==> src/rtl/seg7_pkg.sv <==
// Shared constants for the 7-segment scan driver: segment bit order, scan
// state encoding and default slot timing.
package seg7_pkg;

   localparam int SEG_A = 0;
   localparam int SEG_B = 1;
   localparam int SEG_C = 2;
   localparam int SEG_D = 3;
   localparam int SEG_E = 4;
   localparam int SEG_F = 5;
   localparam int SEG_G = 6;

   localparam int SCAN_DIV_DEF     = 12500;
   localparam int BLANK_CYCLES_DEF = 64;

   typedef enum logic {
      BLANK = 1'b0,
      ON    = 1'b1
   } scan_state_e;

endpackage

==> src/rtl/seg7_pwm.sv <==
// Brightness PWM for one digit slot: a free 4-bit counter restarted at the
// start of each ON phase, lit while the count is below the requested level.
module seg7_pwm (
   input  logic       clk_i,
   input  logic       rst_ni,
   input  logic       clr_i,
   input  logic       en_i,
   input  logic [3:0] level_i,
   output logic       lit_o
);

   logic [3:0] cnt_q, cnt_d;

   always_comb begin
      cnt_d = cnt_q;
      if (clr_i) begin
         cnt_d = '0;
      end else if (en_i) begin
         cnt_d = cnt_q + 4'd1;
      end
   end

   always_ff @(posedge clk_i) begin
      if (!rst_ni) begin
         cnt_q <= '0;
      end else begin
         cnt_q <= cnt_d;
      end
   end

   // level 15 leaves one dark count in 16; level 0 never lights
   assign lit_o = (cnt_q < level_i);

endmodule

==> src/rtl/seg7_scan_driver.sv <==
// Multiplexed 7-segment scanner: per-digit pattern registers, slot timing
// with an anti-ghost blank lead-in, PWM dimming and registered pin drive.
module seg7_scan_driver
   import seg7_pkg::*;
#(
   parameter int NUM_DIGITS     = 4,
   parameter int SCAN_DIV       = SCAN_DIV_DEF,
   parameter int BLANK_CYCLES   = BLANK_CYCLES_DEF,
   parameter bit SEG_ACTIVE_LOW = 1'b1,
   parameter bit DIG_ACTIVE_LOW = 1'b1
) (
   input  logic                          clk_i,
   input  logic                          rst_ni,
   input  logic                          wr_en_i,
   input  logic [$clog2(NUM_DIGITS)-1:0] wr_addr_i,
   input  logic [6:0]                    wr_data_i,
   input  logic [3:0]                    brightness_i,
   input  logic                          blank_i,
   output logic [6:0]                    seg_o,
   output logic [NUM_DIGITS-1:0]         dig_o,
   output logic                          frame_o
);

   localparam int AW = $clog2(NUM_DIGITS);
   localparam int CW = $clog2(SCAN_DIV);
   localparam logic [CW-1:0] SLOT_LAST  = CW'(SCAN_DIV - 1);
   localparam logic [CW-1:0] SLOT_ENTRY = CW'(BLANK_CYCLES - 1);
   localparam logic [AW-1:0] IDX_LAST   = AW'(NUM_DIGITS - 1);

   logic [6:0]            digit_q [NUM_DIGITS];
   logic [6:0]            disp_q, disp_d;
   logic [CW-1:0]         slot_q, slot_d;
   logic [AW-1:0]         idx_q, idx_d;
   scan_state_e           state_q, state_d;
   logic [6:0]            seg_q, seg_d;
   logic [NUM_DIGITS-1:0] dig_q, dig_d;
   logic                  frame_q, frame_d;

   logic slot_wrap, on_entry, pwm_lit, lit, wr_ok;

   assign wr_ok = ({1'b0, wr_addr_i} < (AW + 1)'(NUM_DIGITS));

   always_ff @(posedge clk_i) begin
      if (!rst_ni) begin
         for (int i = 0; i < NUM_DIGITS; i++) digit_q[i] <= '0;
      end else if (wr_en_i && wr_ok) begin
         digit_q[wr_addr_i] <= wr_data_i;
      end
   end

   assign slot_wrap = (slot_q == SLOT_LAST);
   assign on_entry  = (state_q == BLANK) && (slot_q == SLOT_ENTRY);

   seg7_pwm u_pwm (
      .clk_i   (clk_i),
      .rst_ni  (rst_ni),
      .clr_i   (on_entry),
      .en_i    (state_q == ON),
      .level_i (brightness_i),
      .lit_o   (pwm_lit)
   );

   assign lit = (state_q == ON) && pwm_lit && !blank_i;

   always_comb begin
      slot_d  = slot_wrap ? '0 : slot_q + CW'(1);
      idx_d   = idx_q;
      state_d = state_q;
      disp_d  = disp_q;
      if (slot_wrap) begin
         idx_d = (idx_q == IDX_LAST) ? '0 : idx_q + AW'(1);
      end
      case (state_q)
         BLANK: if (slot_q == SLOT_ENTRY) state_d = ON;
         ON:    if (slot_wrap)            state_d = BLANK;
         default: state_d = BLANK;
      endcase
      // snapshot at ON entry so a mid-slot write never tears the shown digit
      if (on_entry) begin
         disp_d = digit_q[idx_q];
      end
      seg_d   = lit ? disp_q : '0;
      dig_d   = lit ? (NUM_DIGITS'(1) << idx_q) : '0;
      frame_d = slot_wrap && (idx_q == IDX_LAST);
   end

   always_ff @(posedge clk_i) begin
      if (!rst_ni) begin
         slot_q  <= '0;
         idx_q   <= '0;
         state_q <= BLANK;
         disp_q  <= '0;
         seg_q   <= '0;
         dig_q   <= '0;
         frame_q <= 1'b0;
      end else begin
         slot_q  <= slot_d;
         idx_q   <= idx_d;
         state_q <= state_d;
         disp_q  <= disp_d;
         seg_q   <= seg_d;
         dig_q   <= dig_d;
         frame_q <= frame_d;
      end
   end

   // registers hold active-high values; pin polarity is applied here only
   assign seg_o   = SEG_ACTIVE_LOW ? ~seg_q : seg_q;
   assign dig_o   = DIG_ACTIVE_LOW ? ~dig_q : dig_q;
   assign frame_o = frame_q;

endmodule

==> config.mk <==
export PLATFORM = sky130hd
export DESIGN_NAME = seg7_scan_driver
export DESIGN_NICKNAME = d
export VERILOG_FILES = /design/src/rtl/seg7_pkg.sv /design/src/rtl/seg7_pwm.sv /design/src/rtl/seg7_scan_driver.sv
export SDC_FILE = /design/constraint.sdc
export NUM_CORES = 1
export LEC_CHECK = 0
export ABC_AREA = 0
export CAP_MARGIN = 10
export CORE_MARGIN = 5
export CORE_UTILIZATION = 60
export DETAILED_ROUTE_END_ITERATION = 8
export PLACE_DENSITY = 0.86
export SYNTH_ARGS = -nofsm -noshare
export SYNTH_HDL_FRONTEND = slang
export SYNTH_SLANG_ARGS = --single-unit
==> constraint.sdc <==
create_clock -name clk_i -period 2.9 [get_ports clk_i]
set_input_delay 0.58 -clock clk_i [delete_from_list [all_inputs] [get_ports clk_i]]
set_output_delay 0.58 -clock clk_i [all_outputs]
set_load 0.01 [all_outputs]
Word-level counts from Yosys, hierarchy flattened
Memory sizes are Yosys's and may differ from the RTL's. A register that Yosys moved wholly into a read port is not among the register bits.
Cells that the tools add are included.

word-level totals
  bits in registers = 33
  RAM bits = 28
  input bits = 17
  output and inout bits = 12
  logic and storage cells = 41
  memories kept = 1

memory list
  name     words  width  rd ports  clocked after memory_dff  write ports  line                    source
  digit_q  4      7      1         1                         4            seg7_scan_driver.sv:30  logic [6:0] digit_q [NUM_DIGITS];

cells by class
  add/subtract/negate cells = 3
  magnitude comparators = 1
  equality and inequality tests = 3
  shifts and indexed selects = 1
  muxes and demuxes = 11
  bitwise logic cells = 4
  reduce and logical (&&, ||, !) cells = 10

operators by type and width
  cell                                                   number
  adder 14 x 1 -> 14 bit (second input constant)         1
  equality test 14 bit (second input constant)           1
  equality test 14 x 6 -> 1 bit (second input constant)  1
  2-to-1 mux 1 bit                                       7
  2-to-1 mux 7 bit                                       1
  NOT 7 bit                                              1
  OR reduction 7 bit                                     1
  adder 4 x 1 -> 4 bit (second input constant)           1
  logical AND 1 bit                                      4
  less-than comparator 4 bit                             1
  2-to-1 mux 2 bit                                       2
  NOT 4 bit                                              1
  OR reduction 2 bit                                     2
  << shifter 1 x 2 -> 4 bit (first input constant)       1
  adder 2 x 1 -> 2 bit (second input constant)           1
  equality test 2 bit (second input constant)            1
  zero test 1 bit                                        2
  NOT 1 bit                                              2
  case mux 1 bit (2 select lines)                        1
  AND reduction 2 bit                                    1

Depth between registers and ports, before layout
  depth after elaboration = 5
  mapped depth = 6
  depth with buffers taken out = 5

By module
From an unflattened synthesis, not the netlist that was laid out.

second synthesis, totals
  cells, all modules = 266
  area total of the unflattened synthesis = 2907.8 um^2

modules (own cells, without submodules)
  module            times used  cells an instance  area an instance (um^2)  sequential area each (um^2)
  seg7_scan_driver  1           239                2662.6                   1561.5
  seg7_pwm          1           27                 245.2                    80.1

Worst setup path after synthesis
No wires, ideal clock.

  path kind = input to register
  start point = in rst_ni
  end point = mem digit_q[1][0] (enable)
  setup time = 0.328 ns
  arrival time = 1.616 ns
  required time = 2.572 ns
  slack = 0.956 ns
  stages = 4
  buffers on the path = 1
  cells stage by stage = clkbuf_1 nand2_1 nor3b_1 nand2b_1

RTL lines
  element      line                    source
  from (decl)  seg7_scan_driver.sv:13  input logic rst_ni,
  to (decl)    seg7_scan_driver.sv:30

==> flow_metrics.tcl <==
set metrics [dict create \
    status "complete, no violations" \
    max-vdd-ir-drop_v 0.0003629 \
    synth_fp_nets 295 \
    fp.coreArea_um2 4755 \
    async_set_or_reset_flop_fraction_in_the_synthesized_netlist 0 \
    final_hold_viol_count 0 \
    worst-setup-path-type "input port to register" \
    insertedDiodeCount 0 \
    cts_made_buffers 9 \
    grt_start_max_net_pins 26 \
    share_of_the_cycle_needed_by_the_critical_path_after_routing 0.6758 \
    wl_met1_um 2342 \
    final_period_minus_worst_setup_slack_ps 1960 \
    io_count 29 \
    finalCoreUtilization 0.7276 \
    grt_antenna_before_repair 0 \
    clock_insertion_delay_worst_skew_ps 330 \
    post-layout-total-power_mw 1.774 \
    max_slew.worst_pin.slew_ps 692.8 \
    grt_remaining_overflow 0 \
    setup_tns_ps 0 \
    synth_seq_area_share 0.5550 \
    cts.path.max_buffers 2 \
    postCtsResizedCells 0 \
    die_w_um 80.21 \
    p_switching_mw 0.3658 \
    routed-wl-met3_um 293 \
    yosysTopAreaCell "sky130_fd_sc_hd__edfxtp_1" \
    worst_hold_path_type "register to register" \
    yosys.cell_types.count 34 \
    count_of_state_elements_after_synthesis 68 \
    synth_top_cells_by_area "sky130_fd_sc_hd__edfxtp_1, sky130_fd_sc_hd__dfxtp_1, sky130_fd_sc_hd__mux4_2" \
    num_vias 1990 \
    dp_hpwl_um 3646 \
    avgSynthCellArea_um2 10.87 \
    setup-violations-final 0 \
    gp_congestion 0.8073 \
    cp_max_fanout 10 \
    final_max_slew_viol_count 0 \
    cts.htree.levels 3 \
    slew_headroom 0.5371 \
    maxClockFrequency_mhz 510.3 \
    power.switching_fraction 0.2062 \
    layout-drive-gt1-share 0.09446 \
    ant_nets 0 \
    postCtsSetupRepairBufs 0 \
    drt_iter0_drc 148 \
    route.top_layer_used "met4" \
    buffer_ports.inserted 28 \
    rr_startpoint "slot_q[0]" \
    p_leak_nw 1.342 \
    floorplan.initialDensity 0.6221 \
    design.die.area_um2 6434 \
    cts_sinks 68 \
    met2RoutedLength_um 2302 \
    yosysTopAreaCellShare 0.2843 \
    ctsHoldBuffers 0 \
    routed_wl_um 5065 \
    clock_skew_ps 9.327 \
    drc 0 \
    cp-startpoint "wr_en_i" \
    clkPwrFrac 0.361 \
    synth_edf_count 28 \
    reg2reg_slack_ps 1040 \
    clk_pin_slew_ps 60 \
    drv_cap 0 \
    area_growth_syn_to_layout_pct 16.96 \
    cp_data_arrival_time_ps 1960 \
    cp_data_required_time_ps 2900 \
    finalNetCount 325 \
    endpoint_kind "register" \
    grt_first_pass_wirelength_um 8611 \
    predominant_post_synthesis_flop_cell "sky130_fd_sc_hd__dfxtp_1" \
    share_comb_of_total_power 0.051 \
    internal_power_contribution_mw 1.409 \
    groute.usage.overall 0.1778 \
    number_of_global_route_vias_before_repair 1892 \
    detail_route.first_pass.iterations 4 \
    power_density_nw_per_um2 512.9 \
    critPathLaunchType "input port" \
    root_buffer_selected_by_cts "sky130_fd_sc_hd__clkbuf_8" \
    sequentialPowerShare 0.588 \
    placementRows 25 \
    synthesis.area_um2 2958 \
    timing.hold.worst.start "disp_q[6]" \
    unrepaired_setup_endpoints_after_global_routing "no" \
    synth.yosys.warnings 0 \
    synth_cells 272 \
    wl_per_cell_um 13.54 \
    tritoncts_clock_tree "yes" \
    floorplan.die.height_um 80.21 \
    detail_route.vias_per_cell 5.321 \
]
layer usage:
layer / vias to the layer above / GRT usage
met5: - / 0
met4: 0 / 0.1014
met3: 11 / 0.04148
met2: 59 / 0.2781
met1: 923 / 0.2254
li1: 997 / -
cell usage in the layout, fill, tap and decap left out, types with 2 or more instances in the layout:
| cell | count |
|---|---|
| sky130_fd_sc_hd__dfxtp_1 | 40 |
| sky130_fd_sc_hd__nand2_1 | 35 |
| sky130_fd_sc_hd__edfxtp_1 | 28 |
| sky130_fd_sc_hd__clkdlybuf4s50_1 | 28 |
| sky130_fd_sc_hd__and2_1 | 24 |
| sky130_fd_sc_hd__nor2_1 | 20 |
| sky130_fd_sc_hd__inv_1 | 15 |
| sky130_fd_sc_hd__nand3_1 | 14 |
| sky130_fd_sc_hd__xor2_1 | 13 |
| sky130_fd_sc_hd__a21oi_1 | 11 |
| sky130_fd_sc_hd__clkbuf_8 | 10 |
| sky130_fd_sc_hd__and3_1 | 7 |
| sky130_fd_sc_hd__mux4_2 | 7 |
| sky130_fd_sc_hd__nand4_1 | 6 |
| sky130_fd_sc_hd__ha_1 | 6 |
| sky130_fd_sc_hd__nand2b_1 | 4 |
| sky130_fd_sc_hd__nor3_1 | 4 |
| sky130_fd_sc_hd__and4_1 | 4 |
| sky130_fd_sc_hd__clkbuf_1 | 4 |
| sky130_fd_sc_hd__buf_4 | 4 |
| sky130_fd_sc_hd__nand3b_1 | 3 |
| sky130_fd_sc_hd__nor3b_1 | 2 |
| sky130_fd_sc_hd__mux2i_1 | 2 |
| sky130_fd_sc_hd__xnor2_1 | 2 |
| sky130_fd_sc_hd__a21o_1 | 2 |
kinds of logic after synthesis:
| family | after synthesis | share of synthesized area |
|---|---|---|
| and+or+nand+nor | 131 | 0.2470 |
| AOI/OAI and AO/OA | 15 | 0.02961 |
| adders and majority gates | 6 | 0.02538 |
| buffers and inverters | 28 | 0.03849 |
| DFF | 68 | 0.5550 |
| muxes | 9 | 0.06007 |
| xor gates and xnor gates | 15 | 0.04442 |
final timing paths:
kind | endpoint | cells after the start
max | digit_q[1][1] | 5
min | seg_q[6] | 2
max reg2reg | u_pwm.cnt_q[3] | 5
min reg2reg | seg_q[6] | 2
critical path, cell delays in order:
cell	delay, ps
sky130_fd_sc_hd__clkdlybuf4s50_1	610
sky130_fd_sc_hd__nand2_1	130
sky130_fd_sc_hd__nor3b_1	190
sky130_fd_sc_hd__buf_4	160
sky130_fd_sc_hd__nand2b_1	290
area by class of cell:
type | instances | area, um2
flip-flops and latches | 68 | 1642
fillers | 339 | 1295
multi-input cells | 176 | 1202
repair buffers | 32 | 310.3
clock buffers | 14 | 152.6
well taps | 67 | 83.83
inverters | 15 | 56.30
clock inverters | 2 | 12.51
synthesized netlist by cell type, drive strengths merged, types with 3 or more instances:
cell type  number
a21oi          12
and2           24
and3            8
and4            4
buf             5
clkbuf          8
dfxtp          40
edfxtp         28
ha              6
inv            15
mux4            7
nand2          35
nand2b          4
nand3          14
nand3b          3
nand4           7
nor2           20
nor3            4
nor3b           3
xor2           13
flip-flops by register name, indices dropped and copies added (netlist names):
register     cells
idx_q            2
state_q          1
slot_q          14
digit_q         28
u_pwm.cnt_q      4
frame_o          1
disp_q           7
dig_q            4
seg_q            7
stage by stage:
| step | setup WS [ps] | area (um2) | instances | hold WS, ps |
|---|---|---|---|---|
| 6_report | 940.3 | 3460 | 374 | 431.7 |
| 5_1_grt | 752.8 | 3460 | 374 | 451.5 |
| 4_1_cts | 948.8 | 3460 | 374 | 433.8 |
| 2_1_floorplan | 955.9 | 2958 | 272 | 412.2 |
| 3_3_place_gp | 658.4 | 3294 | 358 | 422.9 |
| 3_5_place_dp | 597.2 | 3294 | 358 | 426.4 |
power groups by stage:
stage / clock network (mW) / logic [mW] / registers (mW)
after floorplan: 0 / 0.0518 / 1.06
after global routing: 0.704 / 0.0986 / 1.05
after detailed placement: 0 / 0.0901 / 1.06
after CTS: 0.656 / 0.0908 / 1.04
final: 0.641 / 0.0899 / 1.04
after global placement: 0 / 0.0879 / 1.06
No activity file was read; power rests on OpenSTA's default activity.
